$ cat src/rtl/alu_ctrl_stage.sv
// ID/EX ALU-control stage: decodes the IF/ID instruction into ALU op and operand
// selects, registered with stall/flush/valid handling and an illegal-op counter.
module alu_ctrl_stage (
  input  logic        CLK,
  input  logic        Reset,
  input  logic [31:0] Instr,
  input  logic        InValid,
  input  logic        Stall,
  input  logic        Flush,
  output logic [3:0]  ALUCtrlOut,
  output logic        UseShamt,
  output logic [4:0]  ShamtOut,
  output logic        UseImm,
  output logic [31:0] ImmOut,
  output logic        OutValid,
  output logic        IllegalOp,
  output logic [7:0]  IllegalCount
);

  typedef enum logic [3:0] {
    ALU_AND  = 4'b0000,
    ALU_OR   = 4'b0001,
    ALU_ADD  = 4'b0010,
    ALU_SLL  = 4'b0011,
    ALU_SRL  = 4'b0100,
    ALU_SUB  = 4'b0110,
    ALU_SLT  = 4'b0111,
    ALU_ADDU = 4'b1000,
    ALU_SUBU = 4'b1001,
    ALU_XOR  = 4'b1010,
    ALU_SLTU = 4'b1011,
    ALU_NOR  = 4'b1100,
    ALU_SRA  = 4'b1101,
    ALU_LUI  = 4'b1110
  } alu_op_e;

  typedef enum logic [5:0] {
    OP_RTYPE = 6'h00,
    OP_J     = 6'h02,
    OP_JAL   = 6'h03,
    OP_BEQ   = 6'h04,
    OP_BNE   = 6'h05,
    OP_ADDI  = 6'h08,
    OP_ADDIU = 6'h09,
    OP_SLTI  = 6'h0A,
    OP_SLTIU = 6'h0B,
    OP_ANDI  = 6'h0C,
    OP_ORI   = 6'h0D,
    OP_XORI  = 6'h0E,
    OP_LUI   = 6'h0F,
    OP_LW    = 6'h23,
    OP_SW    = 6'h2B
  } opcode_e;

  typedef enum logic [5:0] {
    FN_SLL  = 6'h00,
    FN_SRL  = 6'h02,
    FN_SRA  = 6'h03,
    FN_SLLV = 6'h04,
    FN_SRLV = 6'h06,
    FN_SRAV = 6'h07,
    FN_ADD  = 6'h20,
    FN_ADDU = 6'h21,
    FN_SUB  = 6'h22,
    FN_SUBU = 6'h23,
    FN_AND  = 6'h24,
    FN_OR   = 6'h25,
    FN_XOR  = 6'h26,
    FN_NOR  = 6'h27,
    FN_SLT  = 6'h2A,
    FN_SLTU = 6'h2B
  } funct_e;

  logic [5:0]  opcode;
  logic [5:0]  funct;
  logic [4:0]  shamt;
  logic [15:0] imm;
  logic        unused_reg_fields;

  assign opcode = Instr[31:26];
  assign funct  = Instr[5:0];
  assign shamt  = Instr[10:6];
  assign imm    = Instr[15:0];
  assign unused_reg_fields = ^Instr[25:16];

  alu_op_e     dec_alu;
  logic        dec_use_shamt;
  logic        dec_use_imm;
  logic        dec_zext;
  logic        dec_illegal;
  logic [31:0] dec_imm;

  always_comb begin
    dec_alu       = ALU_AND;
    dec_use_shamt = 1'b0;
    dec_use_imm   = 1'b0;
    dec_zext      = 1'b0;
    dec_illegal   = 1'b0;
    case (opcode)
      OP_RTYPE: begin
        case (funct)
          FN_ADD:  dec_alu = ALU_ADD;
          FN_ADDU: dec_alu = ALU_ADDU;
          FN_SUB:  dec_alu = ALU_SUB;
          FN_SUBU: dec_alu = ALU_SUBU;
          FN_AND:  dec_alu = ALU_AND;
          FN_OR:   dec_alu = ALU_OR;
          FN_XOR:  dec_alu = ALU_XOR;
          FN_NOR:  dec_alu = ALU_NOR;
          FN_SLT:  dec_alu = ALU_SLT;
          FN_SLTU: dec_alu = ALU_SLTU;
          FN_SLL: begin
            dec_alu       = ALU_SLL;
            dec_use_shamt = 1'b1;
          end
          FN_SRL: begin
            dec_alu       = ALU_SRL;
            dec_use_shamt = 1'b1;
          end
          FN_SRA: begin
            dec_alu       = ALU_SRA;
            dec_use_shamt = 1'b1;
          end
          FN_SLLV: dec_alu = ALU_SLL;
          FN_SRLV: dec_alu = ALU_SRL;
          FN_SRAV: dec_alu = ALU_SRA;
          default: dec_illegal = 1'b1;
        endcase
      end
      OP_ADDI, OP_LW, OP_SW: begin
        dec_alu     = ALU_ADD;
        dec_use_imm = 1'b1;
      end
      OP_ADDIU: begin
        dec_alu     = ALU_ADDU;
        dec_use_imm = 1'b1;
      end
      OP_SLTI: begin
        dec_alu     = ALU_SLT;
        dec_use_imm = 1'b1;
      end
      OP_SLTIU: begin
        dec_alu     = ALU_SLTU;
        dec_use_imm = 1'b1;
      end
      OP_ANDI: begin
        dec_alu     = ALU_AND;
        dec_use_imm = 1'b1;
        dec_zext    = 1'b1;
      end
      OP_ORI: begin
        dec_alu     = ALU_OR;
        dec_use_imm = 1'b1;
        dec_zext    = 1'b1;
      end
      OP_XORI: begin
        dec_alu     = ALU_XOR;
        dec_use_imm = 1'b1;
        dec_zext    = 1'b1;
      end
      OP_LUI: begin
        dec_alu     = ALU_LUI;
        dec_use_imm = 1'b1;
        dec_zext    = 1'b1;
      end
      OP_BEQ, OP_BNE: dec_alu = ALU_SUB;
      OP_J, OP_JAL:   dec_alu = ALU_AND;
      default:        dec_illegal = 1'b1;
    endcase
  end

  // Illegal encodings force a zero immediate so EX sees deterministic operands.
  always_comb begin
    if (dec_illegal)
      dec_imm = '0;
    else if (dec_zext)
      dec_imm = {16'h0000, imm};
    else
      dec_imm = {{16{imm[15]}}, imm};
  end

  always_ff @(posedge CLK) begin
    if (Reset) begin
      ALUCtrlOut   <= '0;
      UseShamt     <= 1'b0;
      ShamtOut     <= '0;
      UseImm       <= 1'b0;
      ImmOut       <= '0;
      OutValid     <= 1'b0;
      IllegalOp    <= 1'b0;
      IllegalCount <= '0;
    end else if (Flush || (!Stall && !InValid)) begin
      ALUCtrlOut <= '0;
      UseShamt   <= 1'b0;
      ShamtOut   <= '0;
      UseImm     <= 1'b0;
      ImmOut     <= '0;
      OutValid   <= 1'b0;
      IllegalOp  <= 1'b0;
    end else if (!Stall) begin
      ALUCtrlOut <= dec_alu;
      UseShamt   <= dec_use_shamt;
      ShamtOut   <= shamt;
      UseImm     <= dec_use_imm;
      ImmOut     <= dec_imm;
      OutValid   <= 1'b1;
      IllegalOp  <= dec_illegal;
      if (dec_illegal && (IllegalCount != '1))
        IllegalCount <= IllegalCount + 8'd1;
    end
  end

endmodule

$ cat config.mk
export PLATFORM = sky130hd
export DESIGN_NAME = alu_ctrl_stage
export DESIGN_NICKNAME = d
export VERILOG_FILES = /design/src/rtl/alu_ctrl_stage.sv
export SDC_FILE = /design/constraint.sdc
export NUM_CORES = 1
export LEC_CHECK = 0
export CORE_MARGIN = 2
export CORE_UTILIZATION = 45
export DETAILED_ROUTE_END_ITERATION = 8
export GPL_TIMING_DRIVEN = 0
export PLACE_DENSITY = 0.85
export SYNTH_ARGS = -nofsm -noshare
export SYNTH_HDL_FRONTEND = slang
export SYNTH_SLANG_ARGS = --single-unit
$ cat constraint.sdc
create_clock -name CLK -period 4.2 [get_ports CLK]
set_input_delay 1.26 -clock CLK [delete_from_list [all_inputs] [get_ports CLK]]
set_output_delay 1.26 -clock CLK [all_outputs]
set_load 0.005 [all_outputs]
Word level (Yosys, flattened, before mapping)
Cells that the tools add are included.
Word-level totals
  bits in registers: 53
  input port bits: 37
  output and inout bits: 53
  word-level logic and storage cells: 70
Cells by class
  add/subtract/negate cells: 1
  equality and inequality tests: 30
  mux-type cells: 10
  bitwise operators: 2
  reductions and logical operators: 19
Operators with widths (count)
  == test 6 bit, second input constant: 12
  2-to-1 mux 32 bit: 2
  == test 6 x 4 -> 1 bit, second input constant: 8
  one-hot mux 4 bit (12 select lines): 1
  one-hot mux 4 bit (9 select lines): 1
  == test 6 x 3 -> 1 bit, second input constant: 5
  == test 6 x 2 -> 1 bit, second input constant: 4
  OR reduction 16 bit: 1
  OR reduction 14 bit: 1
  logical NOT 6 bit: 2
  OR reduction 10 bit: 1
  OR reduction 2 bit: 5
  adder 8 x 1 -> 8 bit, second input constant: 1
  != test 8 bit, second input constant: 1
  OR reduction 3 bit: 2
  2-to-1 mux 1 bit: 5
  OR reduction 4 bit: 1
  AND reduction 3 bit: 1
  logical AND 1 bit: 2
  logical NOT 1 bit: 2
  NOT 1 bit: 2
  one-hot mux 1 bit (2 select lines): 1
  logical OR 1 bit: 1

Logic depth before layout (Yosys ltp)
Gate-level depths: netlist of the first run.
  word-level depth: 6
  mapped depth: 8

Worst setup path after synthesis of the first run
No wires, ideal clock.
  kind: input -> register
  from: input port Instr[27]
  to: register IllegalCount[4]
  data arrival time: 2.752 ns
  data required time: 4.141 ns
  setup slack: 1.389 ns
  stages: 8
  path buffers: 2
  cell sequence: buf_4 -> nor4_4 -> o211a_1 -> o311a_2 -> o21ai_2 -> buf_6 -> or4_1 -> nand2_1
On the way
  word-level cells in the longest chain between the ends: 5
  elaborated cells between the ends (all ways): 19
Ends and longest elaborated chain
  start: declaration: line 6  | input logic [31:0] Instr,
  == test 6 x 2 -> 1 bit (tied with other cells): line 99  | case (opcode)
  OR reduction 14 bit (no line)
  one-hot mux 1 bit (2 select lines) (*): line 99
  logical AND 1 bit (*): line 208  | if (dec_illegal && (IllegalCount != '1))
  AND reduction 3 bit (no line) (*)
  end signal: assignment: line 209  | IllegalCount <= IllegalCount + 8'd1;
  end: declaration: line 17  | output logic [7:0] IllegalCount
Mark *: on every way between the ends. The rest lies on a longest branch, timed or not.
A chain may end at the register's enable or synchronous reset.

Final worst setup path of the first run
  from: input port Instr[31]
  to: register IllegalCount[4]
Same word-level chain as after synthesis.

==> impl_metrics.csv, run 1 <==
group,metric,value,unit
sta,hold_ws,0.454,ns
die,core,4320,um2
worst_setup_path,path_class,"in2reg",
clocking,htreeDepth,2,
sta,clock.fmax,315,MHz
final_layout,drive_above_1_share,11.2,%
clocking,cts_hold_buf,0,
global_route,grtUsageMet2,33.5,%
detailed_routing,wl_per_cell,13.6,um
sta,setup_viol,0,
clocking,clock_path_buffers,2,
global_route,grt_max_degree,18,
worst_setup_path,reg2reg_from,"IllegalCount[0]",
logic_synthesis,synth_area,2010,um2
clocking,tritoncts,"built",
logic_synthesis,ys_types,52,
die,die_h,70.9,um
outcome,status,"complete, no violations",
worst_setup_path,ff2ff_setup_slack,2.31,ns
worst_setup_path,cp_max_fo,10,
sta,finalCriticalPeriod,3.17,ns
global_route,antenna_found_initial,0,
detailed_routing,totalWireLength,5.07,mm
logic_synthesis,syn-instance-count,241,
power_and_ir_drop,p_total,0.000744,W
min_path,whs_path_depth,2,
logic_synthesis,synth_common_cells,"dfxtp_1, a21oi_1, nor2_1, buf_4, a22o_1",
detailed_routing,dr.pass1.iters,5,
power_and_ir_drop,power_density,257,nW/um2
logic_synthesis,synth.avg_cell_area,8.36,um2
place,place_congestion,0.880,
global_route,use_met3,4.99,%
logic_synthesis,netlist.area_leader.share,37.8,%
sta,hold_viol,0,
detailed_routing,drtIter0Drc,85,
die,die-area,5030,um2
clocking,cts_resized,0,
global_route,grt_overflow,0,
clocking,post_cts_buffers,0,
worst_setup_path,r2r_end,"IllegalCount[4]",
die,die_w,70.9,um
worst_setup_path,cp-end-kind,"flop",
logic_synthesis,synthArstFlopShare,0,%
die,start_util,46.6,%
global_route,met1_usage,25.4,%
place,numPortBuffers,72,
logic_synthesis,syn_nets,279,
sta,rsz0062_at_grt,"false",
logic_synthesis,synth_area_leaders,"dfxtp_1, a22o_1, a21oi_1",
power_and_ir_drop,ir_worst_vdd,0.170,mV
worst_setup_path,reg2regPathDepth,8,
worst_setup_path,worstPathRequired,4.44,ns
place,dpl.hpwl,3.74,mm
place,place_inst,365,
sta,setup_tns,0,ns
final_layout,stdcell_count,373,
final_layout,nNetsFinal,358,
clocking,clk_latency,0.29,ns
worst_setup_path,arrival,3.42,ns
final_layout,syn2layout_area_growth,43.7,%
detailed_routing,drc,0,
sta,fin_worst_skew,0.00625,ns
logic_synthesis,ys_ff_latch,38,
sta,drv_slew,0,
clocking,root_buffer,"clkbuf_8",
min_path,min_path_type,"reg2reg",
min_path,hold_end,"OutValid",
global_route,grt_pass1_wl,8.17,mm
global_route,top_usage_layer,"met2",
logic_synthesis,synth_ff_type,"dfxtp_1",
die,rows,24,
logic_synthesis,synth_edf_count,0,
detailed_routing,vias,2018,
global_route,grt_pass1_vias,1771,
sta,tightest_slew,0.499,ns
die,pin_count,90,
logic_synthesis,synth.most_common_cell,"dfxtp_1",
worst_setup_path,cp-start-kind,"input pin",
sta,fin_crit_sh,75.5,%
clocking,cts_num_sinks,38,
detailed_routing,viasPerCell,5.41,
power_and_ir_drop,power_leakage,1.06,nW
logic_synthesis,synth_area_leader_cell,"dfxtp_1",
min_path,min-delay-start,"OutValid",
clocking,clk_pin_slew,0.08,ns
logic_synthesis,synth.yosys.warnings,0,
detailed_routing,antenna_left,0,
sta,relSlewSlack,66.7,%
clocking,cts_buffers,5,
global_route,grt_usage,20.2,%
logic_synthesis,ys_seq_area_share,37.8,%
flow_run,maxCapViolations,0,
final_layout,n_antenna_cell,0,
worst max-delay path by stage:
stage	from	endpoint	slack, ns	cells past startpoint
finish	Instr[31]	IllegalCount[4]	1.03	8
global route	Instr[31]	IllegalCount[4]	0.90	8
CTS	Instr[31]	IllegalCount[4]	1.03	8
detailed placement	Instr[31]	IllegalCount[4]	0.71	8
global placement	Instr[31]	IllegalCount[4]	0.75	8
floorplan	Instr[27]	IllegalCount[4]	1.39	8
critical path, stage by stage:
cell and delay (ns):
clkdlybuf4s50_1 0.49, clkbuf_1 0.32, a21oi_1 0.07, o21bai_1 0.42
o21ai_2 0.16, buf_6 0.16, or4_1 0.46, nand2_1 0.07
cell families (layout without fill, tap and decap cells):
logic type / Yosys count / in the layout / share of synthesized area (%)
AND/OR/NAND/NOR: 82 / 82 / 22.0
adder cells (fa/ha/maj): 2 / 2 / 1.12
multiplexers: 2 / 2 / 0.994
AO/OA/AOI/OAI: 73 / 73 / 24.9
flip-flops: 38 / 38 / 37.8
XOR/XNOR: 4 / 4 / 1.74
buffers and inverters: 40 / 120 / 11.5
placed cells by master, fill, tap and decap left out, drive strengths merged, types with 2 or more instances in the layout:
master         count
nand2b             4
clkdlybuf4s50     72
nor2b             11
o21a               3
o31ai              2
o21ai              8
nor3               9
or3                3
a21oi             24
o32ai              2
a2bb2oi            2
or4                3
a22o              14
nor4b              2
nor2              24
a31oi              3
mux2i              2
clkbuf            19
inv                5
buf               22
nor4               2
nand2             11
dfxtp             38
nand3              6
a22oi              5
xor2               2
xnor2              2
where the power goes:
part / leakage [nW] / internal (W) / switching [W]
clock network: 0.0472 / 0.000132 / 0.000136
registers: 0.307 / 0.000364 / 0.00000287
logic: 0.703 / 0.0000535 / 0.0000556
total: 1.06 / 0.000550 / 0.000194
area by class of cell:
cell class                      count  area [um2]
Buffer                             35         213
Clock buffer                        6        82.6
Clock inverter                      2        12.5
Fill cell                         361        1430
Inverter                            5        18.8
Multi-Input combinational cell    163        1020
Sequential cell                    38         761
Tap cell                           52        65.1
Timing Repair Buffer               72         721
per-stage QoR:
stage / setup slack (ns) / utilization (%) / area (um2)
floorplan: 1.39 / - / 2010
global placement: 0.755 / 64.8 / 2800
detailed placement: 0.709 / 64.8 / 2800
CTS: 1.03 / 67.0 / 2900
global route: 0.895 / 67.0 / 2900
finish: 1.03 / 67.0 / 2900
registers in the layout, indices dropped and copies added, names as in the netlist:
register	flops
IllegalOp	1
UseShamt	1
ImmOut	17
ALUCtrlOut	4
IllegalCount	8
UseImm	1
OutValid	1
ShamtOut	5
metal layers:
metal  wire length (um)  share of wire (%)
met1               2270                 45
met2               2430                 48
met3                290                5.7
met4                 90                1.8
met5                  0                  0
No activity file was read; power rests on OpenSTA's default activity.
==> run 2, diff against run 1 <==
- CORE_UTILIZATION: 45 -> 42
- PLACE_DENSITY: 0.85 -> 0.81
- clock period: 4.2 -> 3.01 ns (I/O delays scaled with it)
==> impl_metrics.csv, run 2 (synthesized netlist as in run 1, its figures left out) <==
group,metric,value,unit
place,place_congestion,0.836,
detailed_routing,antenna_left,0,
min_path,min_path_type,"reg2reg",
die,die-area,5370,um2
min_path,hold_end,"UseShamt",
clocking,tritoncts,"built",
sta,clock.fmax,366,MHz
sta,drv_slew,0,
final_layout,final_cell_mix,"clkdlybuf4s50_1, dfxtp_1, a21oi_1, nor2_1, buf_4",
worst_setup_path,worstPathRequired,3.25,ns
clocking,root_buffer,"clkbuf_8",
sta,setup_viol,0,
sta,fin_crit_sh,90.7,%
global_route,grt_usage,18.5,%
final_layout,syn2layout_area_growth,44.0,%
global_route,grt_pass1_vias,1712,
sta,rsz0062_at_grt,"false",
worst_setup_path,slowest_delay,0.49,ns
outcome,status,"complete, no violations",
worst_setup_path,ff2ff_setup_slack,1.13,ns
die,core,4660,um2
worst_setup_path,cp_max_fo,10,
sta,fin_worst_skew,0.00554,ns
sta,finalCriticalPeriod,2.73,ns
worst_setup_path,crit_chain,"clkdlybuf4s50_1 > buf_2 > o21ai_0 > a41oi_1 > o311a_2 > o21ai_2 > buf_6 > or4_1 > nand2_1",
clocking,htreeDepth,2,
die,die_h,73.3,um
clocking,clk_pin_slew,0.08,ns
die,rows,25,
sta,fin_ws,0.281,ns
worst_setup_path,cp-start-kind,"input pin",
final_layout,nNetsFinal,358,
global_route,antenna_found_initial,0,
final_layout,largestRegisters,"ImmOut (17), IllegalCount (8), ShamtOut (5)",
sta,hold_viol,0,
detailed_routing,viasPerCell,5.41,
global_route,grt_pass1_wl,7.76,mm
final_layout,drive_above_1_share,11.5,%
place,placed_area,2800,um2
final_layout,n_antenna_cell,0,
clocking,clock_path_buffers,2,
final_layout,layout_commonest_cell,"clkdlybuf4s50_1",
final_layout,nFillCells,436,
global_route,grt_max_degree,18,
global_route,grt_overflow,0,
place,dpl.hpwl,3.74,mm
detailed_routing,drc,0,
worst_setup_path,path_delay_family,"buffers and inverters",
sta,tightest_slew,0.500,ns
detailed_routing,totalWireLength,5.06,mm
die,die_w,73.3,um
sta,relSlewSlack,66.6,%
final_layout,stdcell_area,2900,um2
worst_setup_path,r2r_end,"IllegalCount[4]",
clocking,clk_latency,0.29,ns
worst_setup_path,crit_buf_inv,3,
worst_setup_path,reg2regPathDepth,8,
worst_setup_path,reg2reg_from,"IllegalCount[0]",
detailed_routing,wl_per_cell,13.5,um
die,pin_count,90,
power_and_ir_drop,power_density,355,nW/um2
worst_setup_path,slowest_stage,"clkdlybuf4s50_1",
final_layout,utilization,62.3,%
detailed_routing,vias,2027,
detailed_routing,dr.pass1.iters,5,
min_path,min-delay-start,"UseShamt",
die,start_util,43.2,%
flow_run,maxCapViolations,0,
worst_setup_path,arrival,2.97,ns
min_path,whs_path_depth,2,
place,numPortBuffers,72,
worst_setup_path,cp-end-kind,"flop",
final_layout,largest_register,"ImmOut",
final_layout,largest_reg_flops,17,
power_and_ir_drop,power_leakage,1.06,nW
clocking,cts_buffers,5,
sta,hold_ws,0.466,ns
worst_setup_path,path_class,"in2reg",
clocking,cts_num_sinks,38,
detailed_routing,drtIter0Drc,62,
power_and_ir_drop,ir_worst_vdd,0.178,mV
place,pre_cts_ws,-0.126,ns
run 2: how the worst max path moves through the flow:
| stage | start | slack, ns | depth (start not counted) | to |
|---|---|---|---|---|
| global placement | Instr[31] | -0.07 | 8 | IllegalCount[4] |
| global route | Instr[2] | 0.1 | 9 | IllegalCount[3] |
| floorplan | Instr[27] | 0.56 | 8 | IllegalCount[4] |
| finish | Instr[2] | 0.28 | 9 | IllegalCount[4] |
| CTS | Instr[31] | 0.17 | 8 | IllegalCount[4] |
| detailed placement | Instr[31] | -0.13 | 8 | IllegalCount[4] |
run 2: layer usage:
metal	share of wire, %	GRT usage [%]	vias up
met3	7.9	4.12	5
li1	-	-	1013
met4	1.1	6.17	0
met1	43	23.1	934
met5	0	0	-
met2	48	31.2	75
run 2: power by group:
| part | total, W | internal [W] | switching (W) |
|---|---|---|---|
| Sequential | 0.000512 | 0.000508 | 0.00000410 |
| Combinational | 0.000153 | 0.0000749 | 0.0000779 |
| Clock | 0.000365 | 0.000184 | 0.000181 |
| Total | 0.00103 | 0.000767 | 0.000263 |
run 2: worst min-delay path: cells and delay by family, from the launching register on:
family / cells / cell delay (ns)
AOI/OAI and AO/OA: 1 / 0.05
DFF: 1 / 0.32
and+or+nand+nor: 1 / 0.06
run 2: repair_timing:
action | 4_1_cts | 5_1_grt
endpoints found under the setup margin | 0 | 1
buffers inserted | 0 | 0
resized for setup | 0 | 1
hold buffers | 0 | 0
run 2: per-stage QoR:
stage | TNS (ns) | std cells | power [W]
2_1_floorplan | 0 | 241 | 0.000613
3_3_place_gp | -0.114 | 367 | 0.000672
3_5_place_dp | -0.422 | 367 | 0.000675
4_1_cts | 0 | 375 | 0.00104
5_1_grt | 0 | 375 | 0.00107
6_report | 0 | 375 | 0.00103
run 2: final cells by class:
class / count / area [um2] / share of cell area (%)
Buffer: 35 / 213 / 7.33
Clock buffer: 6 / 82.6 / 2.85
Clock inverter: 2 / 12.5 / 0.431
Inverter: 5 / 18.8 / 0.647
Multi-Input combinational cell: 163 / 1030 / 35.4
Sequential cell: 38 / 761 / 26.2
Tap cell: 54 / 67.6 / 2.33
Timing Repair Buffer: 72 / 721 / 24.8
==> run 3, diff against run 2 <==
--- a/config.mk
+++ b/config.mk
@@ -11,3 +11,3 @@
 export GPL_TIMING_DRIVEN = 0
-export PLACE_DENSITY = 0.81
+export PLACE_DENSITY_LB_ADDON = 0.3
 export SYNTH_ARGS = -nofsm -noshare
--- a/constraint.sdc
+++ b/constraint.sdc
@@ -3,2 +3,2 @@
 set_output_delay 0.903 -clock CLK [all_outputs]
-set_load 0.005 [all_outputs]
+set_load 0.01 [all_outputs]
==> impl_metrics.csv, run 3 (synthesized netlist as in run 1, its figures left out) <==
group,metric,value,unit
outcome,status,"complete, no violations",
final_layout,syn2layout_area_growth,43.9,%
power_and_ir_drop,seqPwrFrac,49.8,%
sta,drv_slew,0,
clocking,root_buffer,"clkbuf_8",
worst_setup_path,r2r_end,"IllegalCount[4]",
power_and_ir_drop,swShare,25.5,%
clocking,tritoncts,"built",
power_and_ir_drop,pwr-share-comb,15.0,%
final_layout,n_antenna_cell,0,
die,rows,25,
detailed_routing,wl_per_cell,13.5,um
die,pin_count,90,
place,dpl.hpwl,3.74,mm
clocking,clk_pin_slew,0.07,ns
global_route,grt_pass1_vias,1773,
die,core,4660,um2
sta,fin_crit_sh,92.8,%
global_route,grt_usage,19.0,%
worst_setup_path,cp-start-kind,"input pin",
global_route,antenna_found_initial,0,
sta,clock.fmax,358,MHz
clocking,clk_latency,0.29,ns
place,place_congestion,0.920,
final_layout,stdcell_area,2900,um2
min_path,min-delay-start,"OutValid",
detailed_routing,drtIter0Drc,65,
sta,tightest_slew,0.511,ns
final_layout,largest_reg_flops,17,
final_layout,layout_commonest_cell,"clkdlybuf4s50_1",
sta,hold_ws,0.456,ns
clocking,cts_buffers,5,
min_path,min_path_type,"reg2reg",
sta,fin_worst_skew,0.000868,ns
worst_setup_path,cp-end-kind,"flop",
detailed_routing,totalWireLength,5.05,mm
clocking,cts_num_sinks,38,
sta,relSlewSlack,66.0,%
die,die_h,73.3,um
clocking,post_cts_buffers,0,
final_layout,drive_above_1_share,11.2,%
power_and_ir_drop,p_clk_share,35.2,%
clocking,cts_resized,0,
detailed_routing,dr.pass1.iters,4,
power_and_ir_drop,power_density,355,nW/um2
global_route,grt_max_degree,18,
global_route,grt_overflow,0,
clocking,htreeDepth,2,
place,numPortBuffers,72,
die,die_w,73.3,um
final_layout,nNetsFinal,358,
worst_setup_path,cp_max_fo,10,
place,placed_area,2800,um2
worst_setup_path,worstPathRequired,3.25,ns
sta,finalCriticalPeriod,2.79,ns
power_and_ir_drop,ir_worst_vdd,0.199,mV
clocking,cts_hold_buf,0,
sta,rsz0062_at_grt,"false",
min_path,hold_end,"OutValid",
global_route,grt_pass1_wl,8.07,mm
worst_setup_path,ff2ff_setup_slack,1.10,ns
final_layout,final_cell_mix,"clkdlybuf4s50_1, dfxtp_1, a21oi_1, nor2_1, buf_4",
final_layout,nFillCells,424,
power_and_ir_drop,p_int,0.000767,W
final_layout,largest_register,"ImmOut",
power_and_ir_drop,p_switching,0.000262,W
worst_setup_path,arrival,3.03,ns
power_and_ir_drop,power_leakage,1.06,nW
flow_run,maxCapViolations,0,
final_layout,largestRegisters,"ImmOut (17), IllegalCount (8), ShamtOut (5)",
detailed_routing,vias,2018,
detailed_routing,viasPerCell,5.38,
min_path,whs_path_depth,2,
die,start_util,43.2,%
clocking,clock_path_buffers,2,
sta,hold_viol,0,
worst_setup_path,reg2reg_from,"IllegalCount[0]",
die,die-area,5370,um2
detailed_routing,drc,0,
worst_setup_path,reg2regPathDepth,8,
sta,setup_viol,0,
worst_setup_path,path_class,"in2reg",
detailed_routing,antenna_left,0,
run 3: final cells by class:
type	count	area (um2)	area share (%)
Buffer	35	213	7.34
Clock buffer	6	82.6	2.85
Clock inverter	2	12.5	0.432
Inverter	5	18.8	0.648
Multi-Input combinational cell	163	1020	35.3
Sequential cell	38	761	26.3
Tap cell	54	67.6	2.33
Timing Repair Buffer	72	721	24.9
run 3: worst max-delay path by stage:
stage | startpoint | end
floorplan | Instr[27] | IllegalCount[4]
global placement | Instr[31] | IllegalCount[4]
detailed placement | Instr[31] | IllegalCount[3]
CTS | Instr[31] | IllegalCount[3]
global route | Instr[31] | IllegalCount[4]
finish | Instr[31] | IllegalCount[4]
run 3: metrics by stage:
stage / setup slack [ns] / total power (W) / cells / utilization, % / TNS, ns
after floorplan: 0.556 / 0.000616 / 241 / - / 0
final: 0.216 / 0.00103 / 375 / 62.2 / 0
after CTS: 0.232 / 0.00104 / 375 / 62.2 / 0
after global routing: 0.0571 / 0.00108 / 375 / 62.2 / 0
after detailed placement: -0.0629 / 0.000678 / 367 / 60.1 / -0.162
after global placement: -0.0765 / 0.000675 / 367 / 60.1 / -0.136
run 3: power by group through the flow:
stage | Combinational [W] | Sequential (W) | Clock [W]
2_1_floorplan | 0.0000891 | 0.000526 | 0
3_3_place_gp | 0.000152 | 0.000524 | 0
3_5_place_dp | 0.000154 | 0.000524 | 0
4_1_cts | 0.000154 | 0.000512 | 0.000374
5_1_grt | 0.000171 | 0.000513 | 0.000397
6_report | 0.000154 | 0.000512 | 0.000363
run 3: worst max-delay path, stage by stage:
cell and delay [ns]:
clkdlybuf4s50_1 0.48, clkbuf_1 0.32, a21oi_1 0.07, o21bai_1 0.42, o21ai_2 0.14, buf_6 0.16, or4_1 0.46, nand2_1 0.07
run 3: routing by layer:
layer  vias to the layer above  part of all wire (%)  GRT usage [%]
met5                         -                     0              0
met3                        10                   6.0           4.25
met4                         0                   2.3           7.61
li1                       1014                     -              -
met2                        64                    47           30.9
met1                       930                    45           24.3
